`config.mk`:
```
export PLATFORM = sky130hd
export DESIGN_NAME = ped_walk_ctrl
export DESIGN_NICKNAME = d
export VERILOG_FILES = /design/src/rtl/ped_walk_ctrl.sv
export SDC_FILE = /design/constraint.sdc
export NUM_CORES = 1
export LEC_CHECK = 0
export CORE_AREA = 2 2 51 53
export DETAILED_ROUTE_END_ITERATION = 7
export DIE_AREA = 0 0 53 55
export GPL_ROUTABILITY_DRIVEN = 0
export MAX_ROUTING_LAYER = met4
export PLACE_DENSITY = 0.71
export SLEW_MARGIN = 20
export SYNTH_ARGS = -nofsm -noshare
export SYNTH_HDL_FRONTEND = slang
export SYNTH_SLANG_ARGS = --single-unit
```
`constraint.sdc`:
```
create_clock -name clk -period 2.7 [get_ports clk]
set_clock_uncertainty 0.1 [all_clocks]
set_input_delay 0.81 -clock clk [delete_from_list [all_inputs] [get_ports clk]]
set_output_delay 0.81 -clock clk [all_outputs]
set_load 0.02 [all_outputs]
```
`src/rtl/ped_walk_ctrl.sv`:
```
`default_nettype none
// ============================================================================
// Module   : ped_walk_ctrl
// Brief    : Pedestrian WALK/CLEAR controller driven by the vehicle light code.
//            Optional macro PED_FLASH_EN enables DONT_WALK flashing in CLEAR.
// Revision : 1.0 - initial release
// ============================================================================
module ped_walk_ctrl #(
    parameter int WALK_CYCLES  = 4,
    parameter int CLEAR_CYCLES = 3,
    parameter int DEBOUNCE     = 3
) (
    input  logic       clk,
    input  logic       rst,
    input  logic [1:0] state,
    input  logic       ped_btn,
    output logic       walk,
    output logic       dont_walk,
    output logic       flash,
    output logic       req_pending,
    output logic       req_ack,
    output logic [3:0] remaining,
    output logic       fault
);

    localparam logic [1:0] c_red     = 2'b00;
    localparam logic [1:0] c_green   = 2'b01;
    localparam logic [1:0] c_illegal = 2'b10;
    localparam logic [3:0] c_walk    = 4'(WALK_CYCLES);
    localparam logic [3:0] c_clear   = 4'(CLEAR_CYCLES);
    localparam logic [3:0] c_db_last = 4'(DEBOUNCE - 1);

    typedef enum logic [1:0] {
        S_IDLE  = 2'd0,
        S_WALK  = 2'd1,
        S_CLEAR = 2'd2,
        S_FAULT = 2'd3
    } fsm_t;

    fsm_t       r_fsm, w_fsm_nxt;
    logic       r_sync1, r_sync2, r_btn_db, r_btn_db_d;
    logic [3:0] r_db_cnt;
    logic [1:0] r_prev_state;
    logic       w_btn_rise, w_red_entry;
    logic       w_walk_nxt, w_dw_nxt, w_flash_nxt, w_ack_nxt, w_fault_nxt, w_pend_nxt;
    logic [3:0] w_rem_nxt;

    // Level only moves after DEBOUNCE consecutive samples disagreeing with it.
    always_ff @(posedge clk or negedge rst) begin
        if (!rst) begin
            r_sync1    <= 1'b0;
            r_sync2    <= 1'b0;
            r_btn_db   <= 1'b0;
            r_btn_db_d <= 1'b0;
            r_db_cnt   <= 4'd0;
        end else begin
            r_sync1    <= ped_btn;
            r_sync2    <= r_sync1;
            r_btn_db_d <= r_btn_db;
            if (r_sync2 != r_btn_db) begin
                if (r_db_cnt == c_db_last) begin
                    r_btn_db <= r_sync2;
                    r_db_cnt <= 4'd0;
                end else begin
                    r_db_cnt <= r_db_cnt + 4'd1;
                end
            end else begin
                r_db_cnt <= 4'd0;
            end
        end
    end

    assign w_btn_rise  = r_btn_db & ~r_btn_db_d;
    assign w_red_entry = (state == c_red) && (r_prev_state != c_red);

    always_ff @(posedge clk or negedge rst) begin
        if (!rst) begin
            r_fsm        <= S_IDLE;
            r_prev_state <= c_green;
            walk         <= 1'b0;
            dont_walk    <= 1'b1;
            flash        <= 1'b0;
            req_pending  <= 1'b0;
            req_ack      <= 1'b0;
            remaining    <= 4'd0;
            fault        <= 1'b0;
        end else begin
            r_fsm        <= w_fsm_nxt;
            r_prev_state <= state;
            walk         <= w_walk_nxt;
            dont_walk    <= w_dw_nxt;
            flash        <= w_flash_nxt;
            req_pending  <= w_pend_nxt;
            req_ack      <= w_ack_nxt;
            remaining    <= w_rem_nxt;
            fault        <= w_fault_nxt;
        end
    end

    always_comb begin
        w_fsm_nxt   = r_fsm;
        w_walk_nxt  = 1'b0;
        w_dw_nxt    = 1'b1;
        w_flash_nxt = 1'b0;
        w_ack_nxt   = 1'b0;
        w_rem_nxt   = remaining;
        w_fault_nxt = fault;
        w_pend_nxt  = req_pending | w_btn_rise;
        if (state == c_illegal) begin
            w_fsm_nxt   = S_FAULT;
            w_fault_nxt = 1'b1;
            w_rem_nxt   = 4'd0;
        end else begin
            case (r_fsm)
                S_IDLE: begin
                    w_rem_nxt = 4'd0;
                    // Grant overrides a same-cycle new request edge.
                    if (w_red_entry && req_pending && !fault) begin
                        w_fsm_nxt  = S_WALK;
                        w_walk_nxt = 1'b1;
                        w_dw_nxt   = 1'b0;
                        w_ack_nxt  = 1'b1;
                        w_pend_nxt = 1'b0;
                        w_rem_nxt  = c_walk;
                    end
                end
                S_WALK: begin
                    if (state != c_red) begin
                        w_fsm_nxt = S_IDLE;
                        w_rem_nxt = 4'd0;
                    end else if (remaining <= 4'd1) begin
                        w_fsm_nxt = S_CLEAR;
                        w_rem_nxt = c_clear;
`ifdef PED_FLASH_EN
                        w_flash_nxt = 1'b1;
`endif
                    end else begin
                        w_walk_nxt = 1'b1;
                        w_dw_nxt   = 1'b0;
                        w_rem_nxt  = remaining - 4'd1;
                    end
                end
                S_CLEAR: begin
                    if (state != c_red || remaining <= 4'd1) begin
                        w_fsm_nxt = S_IDLE;
                        w_rem_nxt = 4'd0;
                    end else begin
                        w_rem_nxt = remaining - 4'd1;
`ifdef PED_FLASH_EN
                        w_flash_nxt = ~flash;
`endif
                    end
                end
                default: begin
                    w_rem_nxt = 4'd0;
                end
            endcase
        end
    end

endmodule
`default_nettype wire

```
==> impl_metrics.toml, run 1 <==
[power_and_ir_drop]
ir_worst_vdd_uv = 461
leakage_nw = 0.546
power.density_nw_per_um2 = 788

[timing]
fin_ws_ns = 0.307
slew_viol_final = 0
period_needed_ns = 2.39
finalHoldViolations = 0
fmax_mhz = 418
min_period_over_period_pct = 88.6
fin_setup_tns_ns = 0
setup_viol = 0
rsz0062_at_grt = "false"
hold_slack_ns = 0.274

[synth]
netlist.area_leader.share_pct = 47.4
yosysUniqueCellTypes = 32
synthFlopType = "dfrtp_1"
yosysTopAreaCell = "dfrtp_1"
syn_inst = 87
synth_commonest_cells = "19 x dfrtp_1, 11 x nor2_1, 8 x ha_1, 7 x inv_1, 5 x a21oi_1"
ys_top_cells_by_area = "dfrtp_1 47%, ha_1 10%, dfstp_2 5.2%, nor2_1 4.1%, inv_1 2.6%"
synth_seq_cells = 21
synth_area_per_cell_sq_um = 11.5
yosys_warnings = 0
synth.most_common_cell = "dfrtp_1"
synth_edf_count = 0
synthesis.area_sq_um = 1000
syn-num-nets = 100
async_flop_share_pct = 100
ys_seq_area_share_pct = 52.6

[global_routing]
antenna_found_initial = 0
grt_overflow = 0
grtUsageTotal_pct = 14.3
grt_pass1_vias = 669
grt_max_degree = 22
grt_first_pass_wirelength_mm = 2.88

[routing]
drc = 0
wl_per_cell_microns = 12.7
dr.pass1.iters = 4
viasPerCell = 4.89
ant_nets = 0
totalWireLength_mm = 1.74
first_iter_violations = 6
via_count = 670

[clocking]
clock_sinks = 21
cts_tree = "yes"
cts_max_level = 1
cts_hold_buf = 0
cts_buffer_depth = 2
path_clk_slew_ns = 0.12
ctsResizeCount = 0
post_cts_buffers = 0
clock_latency_ns = 0.31
cts_root_buffer = "clkbuf_4"
numCtsBuffers = 3

[placement]
post-place-ws_ns = 0.179
port-buffer-count = 13
dp.cells = 133
place_hpwl_mm = 1.27
placed_cell_area_sq_um = 1190

[finish]
antennaDiodeCount = 0
fin_area_sq_um = 1220
fin_cells = 137
drive_gt1_share_pct = 15.9
syn2layout_area_growth_pct = 21.6
fin_nets = 121

[worst_setup_path]
critPathMaxStageDelay_ns = 0.66
crit_family = "buffers and inverters"
end_kind = "output pin"
path_class = "reg2out"
required_ns = 1.79
r2r-start = "r_fsm[1]"
rrSetupSlack_ns = 0.86
startpoint_type = "flip-flop"
crit_slowest_cell = "clkdlybuf4s50_1"
critical_path_arrival_ns = 1.48
r2r_cells = 6
rr_endpoint = "r_fsm[1]"
path_buf_inv = 1
crit_path_max_fanout = 6
crit_path_cell_trace = "clkdlybuf4s50_1"

[floorplan]
fp.dieW_microns = 53
core_sq_um = 2360
initial_utilization_pct = 42.4
placementRows = 18
fp.dieH_microns = 55
die_area_sq_um = 2920
io_pins = 15

[worst_hold_path]
whs_path_depth = 0
worstHoldPathType = "reg2reg"
hp-start = "r_sync1"
min_to = "r_sync2"

[outcome]
status = "completed"

[job]
drv_cap = 0
-- flip-flops by register name, indices dropped and copies added (netlist names) --
signal	flops
dont_walk	1
fault	1
r_btn_db	1
r_btn_db_d	1
r_db_cnt	4
r_fsm	2
r_prev_state	2
r_sync1	1
r_sync2	1
remaining	4
req_ack	1
req_pending	1
walk	1
-- layout by cell type, fill, tap and decap left out, drive strengths merged, types with 2 or more instances in the layout --
master	synthesis	final
clkdlybuf4s50	0	13
o21ai	4	4
dfstp	2	2
xor2	2	2
inv	7	7
a21oi	5	5
dfrtp	19	19
nand2	3	3
mux2	2	2
ha	8	8
nor3	2	2
clkbuf	0	4
buf	1	4
or2	2	2
nor2	11	11
xnor2	3	3
a21o	2	2
nor4	2	2
-- routing by layer --
layer / wire, microns / share of wire, % / track usage, %
met1: 823 / 47 / 17.0
met2: 804 / 46 / 23.5
met3: 87 / 5.0 / 4.84
met4: 21 / 1.2 / 3.85
met5: 0 / 0 / -
-- cell families (layout without fill, tap and decap cells) --
family	count (synthesis)	in the layout	synth area share, %
simple gates	25	25	13.6
fa+ha+maj	8	8	9.98
buf+inv	8	28	3.37
mux	2	2	2.62
flops	21	21	52.6
xor+xnor	5	5	4.36
compound gates	17	17	13.1
other cells	1	1	0.374
-- cell type report --
class / instances / area (sq um)
fillers: 218 / 1140
flip-flops and latches: 21 / 528
multi-input cells: 58 / 442
repair buffers: 17 / 160
well taps: 30 / 37.5
clock buffers: 4 / 26.3
inverters: 7 / 26.3
-- how the worst max path moves through the flow --
| stage | start | to | cells after the start |
|---|---|---|---|
| floorplan | state[1] | r_fsm[1] | 4 |
| global placement | state[1] | r_fsm[1] | 6 |
| detailed placement | state[1] | r_fsm[0] | 6 |
| CTS | remaining[2] | remaining[2] | 1 |
| global route | remaining[2] | remaining[2] | 1 |
| finish | remaining[2] | remaining[2] | 1 |
-- report_power, final --
group	total [mW]	switching, mW	internal (mW)
clock network	0.154	0.0961	0.0577
logic	0.371	0.199	0.172
registers	0.436	0.0530	0.383
-- through the flow --
stage	utilization [%]	total power, mW
2_1_floorplan	-	0.706
3_3_place_gp	50.5	0.799
3_5_place_dp	50.5	0.815
4_1_cts	51.6	0.975
5_1_grt	51.6	1.03
6_report	51.6	0.961
(Power assumes the default switching activity.)
==> inputs of run 2 (changes only) <==
Settings changed: ABC_AREA set to 1, PLACE_DENSITY 0.71 to 0.72.
==> run 2 against run 1 <==
- flip-flop and latch count unchanged
- via count increased by 11%
- clock power about the same
- register-to-register slack improved by 0.31 ns
- final cell count increased by 16%
- first-iteration DRC count decreased by 17%
- critical path depth unchanged
==> impl_metrics.toml, run 2 <==
[clocking]
cts_tree = "yes"
cts_max_level = 1
clock_sinks = 21
cts_root_buffer = "clkbuf_4"
cts_buffer_depth = 2
ctsResizeCount = 0
path_clk_slew_ns = 0.11
cts_hold_buf = 0
numCtsBuffers = 3
clock_latency_ns = 0.31
post_cts_buffers = 0

[timing]
min_period_over_period_pct = 86.9
finalHoldViolations = 0
period_needed_ns = 2.35
setup_viol = 0
slew_headroom_pct = 65.9
fin_setup_tns_ns = 0
slew_viol_final = 0
rsz0062_at_grt = "false"
tightest_slew_ns = 0.510
fmax_mhz = 426
fin_ws_ns = 0.353

[synth]
syn-num-nets = 125
synth_seq_cells = 21
async_flop_share_pct = 100
yosys_warnings = 0
ys_top_cells_by_area = "dfrtp_1 47%, ha_1 9.8%, nand2_1 7.7%, inv_1 6.6%, nor2_1 5.5%"
ys_seq_area_share_pct = 51.9
netlist.area_leader.share_pct = 46.7
yosysTopAreaCell = "dfrtp_1"
synth_area_per_cell_sq_um = 9.08
synth_edf_count = 0
yosysUniqueCellTypes = 21
syn_inst = 112
synthFlopType = "dfrtp_1"
synthesis.area_sq_um = 1020
synth.most_common_cell = "nand2_1"
synth_commonest_cells = "21 x nand2_1, 19 x dfrtp_1, 18 x inv_1, 15 x nor2_1, 8 x ha_1"

[power_and_ir_drop]
power.density_nw_per_um2 = 764
leakage_nw = 0.632
ir_worst_vdd_uv = 424
finalPower_mw = 0.927

[routing]
drc = 0
via_count = 745
totalWireLength_mm = 1.74
ant_nets = 0
dr.pass1.iters = 4
viasPerCell = 4.69
wl_per_cell_microns = 10.9
first_iter_violations = 5

[global_routing]
grt_first_pass_wirelength_mm = 2.99
grtUsageTotal_pct = 14.8
grt_overflow = 0
grt_use_met2_pct = 23.3
grt_pass1_vias = 688
gr-max-usage-layer = "met2"
grtUsageMet1_pct = 18.1
antenna_found_initial = 0
grt_max_degree = 13
use_met3_pct = 4.84

[outcome]
status = "completed"

[finish]
mostFrequentLayoutCells = "21 x nand2_1, 19 x dfrtp_1, 18 x inv_1"
fill_cells = 237
register_area_sq_um = 528
multi_input_area_sq_um = 410
drive_gt1_share_pct = 11.6
final_common_cell = "nand2_1"
syn2layout_area_growth_pct = 19.2
fin_nets = 143
reg_top3 = "r_db_cnt x4, remaining x4"
utilization_pct = 51.3
fin_area_sq_um = 1210
antennaDiodeCount = 0

[worst_setup_path]
critical_path_arrival_ns = 1.44
crit_family = "buffers and inverters"
crit_path_max_fanout = 1
required_ns = 1.79
path_class = "reg2out"
r2r-start = "remaining[0]"
startpoint_type = "flip-flop"
end_kind = "output pin"
cp-startpoint = "dont_walk"
crit_slowest_cell = "clkdlybuf4s50_1"
crit_path_cell_trace = "clkdlybuf4s50_1"
critPathMaxStageDelay_ns = 0.59
path_buf_inv = 1

[floorplan]
io_pins = 15
fp.dieH_microns = 55
placementRows = 18
initial_utilization_pct = 43.0
die_area_sq_um = 2920
fp.dieW_microns = 53
core_sq_um = 2360

[worst_hold_path]
hp-start = "r_sync1"
worstHoldPathType = "reg2reg"

[job]
drv_cap = 0

[placement]
port-buffer-count = 13
post-place-ws_ns = 0.524
place_hpwl_mm = 1.35
placed_cell_area_sq_um = 1180
[run 2: changes by cell type after synthesis, sizes merged, moves of 2 or more]
cell,delta
nor4,-2
o211ai,+2
inv,+12
xnor2,-2
nand2,+20
nor2,+5
a21o,-2
nand3,+4
[run 2: worst reg2reg max path: stages (launching register included)]
cell     delay (ns)
dfrtp_1        0.44
inv_1          0.08
ha_1           0.23
inv_1          0.06
nand2_1        0.04
nand2_1        0.10
nand2_1        0.09
inv_2          0.07
nand2_1        0.05
nand2_1        0.05
nand2_1        0.06
nor2_1         0.10
[run 2: worst paths after layout]
path,cells after the start,to,slack (ns)
worst max-delay path,1,dont_walk,0.35
worst min-delay path,0,r_sync2,0.28
max in group asynchronous,2,r_db_cnt[3],1.24
min in group asynchronous,1,r_prev_state[1],0.72
worst max register to register,11,remaining[0],1.17
worst min register to register,0,r_sync2,0.28
[run 2: kinds of logic after synthesis]
kind of cell | share of synthesized area, %
and+or+nand+nor | 21.5
adders and majority gates | 9.84
muxes | 1.11
xor gates and xnor gates | 2.58
DFF | 51.9
AOI/OAI and AO/OA | 4.92
other | 0.369
buffers and inverters | 7.75
[run 2: routing by layer]
metal | vias up | routed length [microns] | part of all wire, %
met3 | 4 | 91 | 5.2
li1 | 373 | - | -
met5 | - | 0 | 0
met4 | 0 | 19 | 1.1
met1 | 354 | 777 | 45
met2 | 14 | 848 | 49
[run 2: stage by stage]
stage	instances	hold slack, ns
after floorplan	112	0.231
after global placement	155	0.244
after detailed placement	155	0.250
after CTS	159	0.288
after global routing	159	0.290
final	159	0.282
[run 2: area by class of cell]
class                           count  share of cell area, %
Multi-Input combinational cell     71                   33.8
Inverter                           19                   5.88
Sequential cell                    21                   43.6
Clock buffer                        3                   1.86
Timing Repair Buffer               14                   11.4
Clock inverter                      1                  0.413
Tap cell                           30                   3.10
[run 2: power by group]
group          total, mW  internal (mW)  leakage, nW  switching, mW
combinational      0.344          0.144        0.355          0.199
sequential         0.429          0.379        0.259         0.0496
clock              0.154         0.0554       0.0177         0.0987
total              0.927          0.579        0.632          0.348
